File: src/rtl/can_stuff.sv
// CAN transmit bit stuffer: paces one NRZ bit per CLKS_PER_BIT clocks and inserts a complement
// stuff bit after five equal bits. Optional stuff-bit statistics counter: define CAN_STUFF_CNT_EN.
module can_stuff #(
    parameter int CLKS_PER_BIT = 10
) (
    input  logic       i_Clock,
    input  logic       i_Reset,
    input  logic       i_Enable,
    input  logic       i_Tx_Valid,
    input  logic       i_Tx_Bit,
    output logic       o_Tx_Ready,
    output logic       o_Tx_Serial,
    output logic       o_Stuff_Active,
`ifdef CAN_STUFF_CNT_EN
    output logic [7:0] o_Stuff_Count,
`endif
    output logic       o_Bit_Tick
);

    localparam int CW = (CLKS_PER_BIT > 2) ? $clog2(CLKS_PER_BIT) : 1;
    localparam logic [CW-1:0] LAST_COUNT = CW'(CLKS_PER_BIT - 1);

    typedef enum logic [1:0] {
        IDLE,
        DATA,
        STUFF
    } state_t;

    state_t        state_q, state_d;
    logic [CW-1:0] clock_count_q, clock_count_d;
    logic [2:0]    run_q, run_d;
    logic          last_q, last_d;
    logic          tx_serial_q, tx_serial_d;
    logic          stuff_active_q, stuff_active_d;
    logic          bit_tick_q, bit_tick_d;

    logic boundary;
    logic stuff_pending;

    assign boundary      = (clock_count_q == LAST_COUNT);
    assign stuff_pending = i_Enable && (run_q == 3'd5);
    assign o_Tx_Ready    = boundary && !stuff_pending && !i_Reset;

    assign o_Tx_Serial    = tx_serial_q;
    assign o_Stuff_Active = stuff_active_q;
    assign o_Bit_Tick     = bit_tick_q;

    // All line decisions are made on the last clock of a bit period so the new bit
    // appears together with the bit tick on the first clock of the next period.
    always_comb begin
        state_d        = state_q;
        run_d          = run_q;
        last_d         = last_q;
        tx_serial_d    = tx_serial_q;
        stuff_active_d = stuff_active_q;
        clock_count_d  = boundary ? '0 : clock_count_q + 1'b1;
        bit_tick_d     = boundary;

        if (boundary) begin
            if (stuff_pending) begin
                state_d        = STUFF;
                tx_serial_d    = ~last_q;
                last_d         = ~last_q;
                run_d          = 3'd1;
                stuff_active_d = 1'b1;
            end else if (i_Tx_Valid) begin
                state_d        = DATA;
                tx_serial_d    = i_Tx_Bit;
                stuff_active_d = 1'b0;
                last_d         = i_Tx_Bit;
                if (!i_Enable) begin
                    run_d = 3'd0;
                end else if (i_Tx_Bit == last_q) begin
                    run_d = run_q + 3'd1;
                end else begin
                    run_d = 3'd1;
                end
            end else begin
                state_d        = IDLE;
                tx_serial_d    = 1'b1;
                run_d          = 3'd0;
                last_d         = 1'b1;
                stuff_active_d = 1'b0;
            end
        end
    end

    always_ff @(posedge i_Clock or posedge i_Reset) begin
        if (i_Reset) begin
            state_q        <= IDLE;
            clock_count_q  <= '0;
            run_q          <= 3'd0;
            last_q         <= 1'b1;
            tx_serial_q    <= 1'b1;
            stuff_active_q <= 1'b0;
            bit_tick_q     <= 1'b0;
        end else begin
            state_q        <= state_d;
            clock_count_q  <= clock_count_d;
            run_q          <= run_d;
            last_q         <= last_d;
            tx_serial_q    <= tx_serial_d;
            stuff_active_q <= stuff_active_d;
            bit_tick_q     <= bit_tick_d;
        end
    end

`ifdef CAN_STUFF_CNT_EN
    logic [7:0] stuff_count_q, stuff_count_d;
    logic       enable_prev_q;
    logic       stuff_entry;

    assign stuff_entry   = boundary && stuff_pending;
    assign o_Stuff_Count = stuff_count_q;

    // A rising i_Enable marks a new frame and restarts the statistics.
    always_comb begin
        stuff_count_d = stuff_count_q;
        if (i_Enable && !enable_prev_q) begin
            stuff_count_d = stuff_entry ? 8'd1 : 8'd0;
        end else if (stuff_entry && (stuff_count_q != 8'hFF)) begin
            stuff_count_d = stuff_count_q + 8'd1;
        end
    end

    always_ff @(posedge i_Clock or posedge i_Reset) begin
        if (i_Reset) begin
            stuff_count_q <= 8'd0;
            enable_prev_q <= 1'b0;
        end else begin
            stuff_count_q <= stuff_count_d;
            enable_prev_q <= i_Enable;
        end
    end
`endif

endmodule
File: config.mk
export PLATFORM = sky130hd
export DESIGN_NAME = can_stuff
export DESIGN_NICKNAME = d
export VERILOG_FILES = /design/src/rtl/can_stuff.sv
export SDC_FILE = /design/constraint.sdc
export NUM_CORES = 1
export LEC_CHECK = 0
export CAP_MARGIN = 20
export CORE_AREA = 2 2 39 41
export DETAILED_ROUTE_END_ITERATION = 8
export DIE_AREA = 0 0 41 43
export PLACE_DENSITY_LB_ADDON = 0.08
export SKIP_CTS_REPAIR_TIMING = 1
export SLEW_MARGIN = 20
export SYNTH_ARGS = -nofsm -noshare
export SYNTH_HDL_FRONTEND = slang
export SYNTH_SLANG_ARGS = --single-unit
File: constraint.sdc
create_clock -name i_Clock -period 1.3 [get_ports i_Clock]
set_input_delay 0.13 -clock i_Clock [delete_from_list [all_inputs] [get_ports i_Clock]]
set_output_delay 0.13 -clock i_Clock [all_outputs]
set_load 0.005 [all_outputs]
# [After elaboration in Yosys (flattened, before gate mapping)]
# Cells that the tools add are included.
[totals] wordCells=24 register_bits=10 input_bits=5 output_inout_bits=4
[classes] n_reduce_logical=5 mux=8 n_addsub=2 bitwise=1 eq_ne=3
[op_table] operator="3-bit two-way mux" n=4
[op_table] operator="4-bit by 1-bit adder with 4-bit output (second input constant)" n=1
[op_table] operator="4-bit equality test (second input constant)" n=1
[op_table] operator="4-bit two-way mux" n=1
[op_table] operator="3-bit by 1-bit adder with 3-bit output (second input constant)" n=1
[op_table] operator="3-bit equality test (second input constant)" n=1
[op_table] operator="1-bit logical AND" n=3
[op_table] operator="1-bit two-way mux" n=3
[op_table] operator="1-bit logical NOT" n=2
[op_table] operator="1-bit equality test" n=1
[op_table] operator="1-bit inverter" n=1

# [Depth between registers and ports, before layout]
[logic_depth] word_depth=5 depth_mapped=5

# [Least setup slack after synthesis]
# OpenSTA, ideal clock, no wires.
[synth_path] path_type="register to register" startpoint="register clock_count_q[2]" endpoint="register tx_serial_q (netlist: o_Tx_Serial)" setup_time_ps=80 n_path_buf=1 path_stages_with_launch=5 synth_period_minus_slack_ps=1203 path_slack_ps=97 arrival_time_ps=1123 t_required_ps=1220 path_cell_list="dfrtp_1 nand4bb_1 buf_2 or2_1 o221ai_2"
[synth_between] elab_chain_len=1
[synth_rtl] element="from (decl)" line_no="30" text="logic [CW-1:0] clock_count_q, clock_count_d;"
[synth_rtl] element="from (signal assigned)" line_no="99" text="clock_count_q <= clock_count_d;"
[synth_rtl] element="4-bit equality test" line_no="40" text="assign boundary = (clock_count_q == LAST_COUNT);"
[synth_rtl] element="to (signal assigned)" line_no="102" text="tx_serial_q <= tx_serial_d;"
[synth_rtl] element="to (decl)" line_no="33" text="logic tx_serial_q, tx_serial_d;"
# Every way passes these cells.
# A chain may end at the register's enable or synchronous reset.

==> metrics.md <==
| Metric | Value |
|---|---|
| Final WS setup | `-0.0309 ns` |
| Router iterations before antenna repair | `4` |
| Die X | `41 microns` |
| I/O pin cnt | `9` |
| Clk_skew | `0.00652 ns` |
| Pwr/cell area | `821 nW/um^2` |
| Critical-path top delay cell | `dfstp_2` |
| RR Endpoint | `run_q[2]` |
| Synth area leader | `dfrtp_1` |
| Sequential area share after synthesis | `50.6%` |
| Area Overhead vs Synth | `50.4%` |
| TritonCTS clock tree | `yes` |
| Initial Utilization | `35.9%` |
| Ys Warns | `0` |
| Reg2Reg Depth | `4` |
| Violated checks | `setup timing` |
| Placeable Area | `1380 sq um` |
| CTS Sinks | `10` |
| Minimum clock period | `around 1.3 ns` |
| Final ANT Viol Nets | `0` |
| Layout cells sized above 1 | `35.6%` |
| Worst-case vdd ir drop | `around 0.61 mV` |
| Yosys cell types | `23` |
| Critical Path Max Stage Delay | `between 0.5 and 0.6 ns` |
| RSZ-0062 raised after global routing | `yes` |
| DRC viols | `0` |
| Total Routing Usage GR | `15.5%` |
| Worst skew pair latency | `0.26 ns` |
| Max-slew headroom | `74.3%` |
| Arrival time worst endpoint | `1.50 ns` |
| Max Clock Freq | `751 MHz` |
| Final period util | `102%` |
| Vias per inst | `4.88` |
| Die Area | `1760 sq um` |
| Ys flop type | `dfrtp_1` |
| Layout net count | `81` |
| Vias after detailed routing | `434` |
| Overflow after GRT | `0` |
| Critical path endpoint | `run_q[2]` |
| First-pass GRT wire length | `1750 microns` |
| Diode count | `0` |
| Final setup fails | `2` |
| Post-synth net total | `55` |
| Outcome | `complete, but fails checks` |
| Required @ worst endpoint | `~1.5 ns` |
| Synth top cells by count | `dfrtp_1 (9), nand2_1 (9), inv_1 (5)` |
| Top cell type's share of synthesized area | `45.3%` |
| FF+latch count, synth | `10` |
| Post-synth ARST share | `100%` |
| Critical Path Start | `o_Tx_Serial` |
| Count of buffers from port buffering | `8` |
| Placed inst area | `682 sq um` |
| Setup crit end kind | `register` |
| Die H | `between 40 and 50 microns` |
| Final RePlAce weighted congestion | `~0.57` |
| Initial antenna violation count | `0` |
| Post-Syn Area | `just under 500 sq um` |
| Clock Tree Buf Depth | `2` |
| Root Driver | `clkbuf_4` |
| CP Max Fanout | `4` |
| Critical-path cell list | `buf_6 -> xnor2_2 -> nand4_1 -> o311ai_2` |
| R2R Path Start | `o_Tx_Serial` |
| Starting DRT DRC Count | `4` |
| Final Hold Viols | `0` |
| Hold Slack | `about 0.19 ns` |
| Setup CP Type | `reg2reg` |
| Number of synthesized flops with an enable pin | `0` |
| Final std cell area, no fill | `between 700 and 800 sq um` |
| Site Rows | `14` |
| Max Cap Viol | `0` |
| Reg2Reg Setup Slack | `-0.03 ns` |
| Vias in the first global route | `445` |
| Cts bufs inserted | `3` |
| Synth top area cells | `dfrtp_1 (45%), nand2_1 (6.8%), dfstp_2 (5.3%)` |
| Worst-path clk slew | `0.06 ns` |
| Largest net degree at the start of global routing | `11` |
| Dpl hpwl | `812 microns` |
| Final slew viol count | `0` |
| CP startpoint kind | `register` |
| Cell leakage power | `0.369 nW` |
| Worst hold path type | `in2async` |
| Layout fillers | `134` |
| Routed WL per cell | `12.1 microns` |
| Worst-Margin Slew | `0.386 ns` |
| Routed WL | `1080 microns` |
| Htree depth | `1` |
| Post-Synthesis Cells | `48` |
| Layout Utilization | `between 50% and 60%` |
| Syn avg cell area | `10.3 sq um` |
report_power, final:
group	switching [mW]	internal (mW)	total, mW
Combinational	0.0308	0.0439	0.0747
Sequential	0.00552	0.319	0.325
Clock	0.0956	0.118	0.214
state kept, by name, summed over array words and instances, names as in the netlist:
signal / count
clock_count_q: 4
run_q: 3
o_Bit_Tick: 1
o_Stuff_Active: 1
o_Tx_Serial: 1
worst max-delay path, delay by kind of cell, from the launching register on:
kind / cells / cell delay [ns]
xor gates and xnor gates: 1 / 0.11
AOI/OAI and AO/OA: 1 / 0.28
buffers and inverters: 1 / 0.11
and+or+nand+nor: 1 / 0.17
DFF: 1 / 0.56
worst min path at each step:
stage / start / end / cells past startpoint
2_1_floorplan: i_Reset / clock_count_q[0] / 1
3_3_place_gp: i_Reset / o_Bit_Tick / 2
3_5_place_dp: i_Reset / run_q[2] / 2
4_1_cts: i_Reset / run_q[2] / 2
5_1_grt: i_Reset / run_q[2] / 2
6_report: i_Reset / clock_count_q[3] / 2
final cells by class:
cell class / instances / area (sq um) / share of cell area (%)
clock buffers: 4 / 26.3 / 3.52
repair buffers: 22 / 186 / 25.0
well taps: 16 / 20.0 / 2.68
multi-input cells: 31 / 240 / 32.2
inverters: 6 / 22.5 / 3.02
flip-flops and latches: 10 / 251 / 33.7
metrics by stage:
step / std cells / worst slack [ns] / setup TNS [ns] / power (mW)
after floorplan: 48 / 0.0972 / 0 / 0.354
after global placement: 83 / -0.165 / -0.197 / 0.393
after detailed placement: 83 / -0.192 / -0.288 / 0.395
after CTS: 87 / -0.450 / -0.627 / 0.616
after global routing: 89 / -0.101 / -0.276 / 0.649
final: 89 / -0.0309 / -0.0609 / 0.613
logic make-up (layout without fill, tap and decap cells):
| kind of cell | Yosys count | count (layout) | synth area share (%) |
|---|---|---|---|
| adder cells (fa/ha/maj) | 2 | 2 | 5.04 |
| AO/OA/AOI/OAI | 8 | 8 | 12.8 |
| AND/OR/NAND/NOR | 17 | 17 | 18.1 |
| XOR/XNOR | 2 | 2 | 3.53 |
| flip-flops | 10 | 10 | 50.6 |
| buffers and inverters | 7 | 32 | 5.54 |
| multiplexers | 2 | 2 | 4.28 |
cells in the final DEF, fill, tap and decap left out, drive strengths merged, types with 2 or more instances in the layout:
cell and instances:
xnor2 2, a21oi 2, dfrtp 9, buf 14, ha 2, nand4bb 2, clkbuf 5, nor2b 2
clkdlybuf4s50 6, inv 6, nand2 9
per-layer routing:
layer	GRT usage [%]	share of wire, %
met1	14.5	38
met2	26.6	54
met3	4.71	6.4
met4	10.0	1.2
met5	0	0
(Power assumes the default switching activity.)
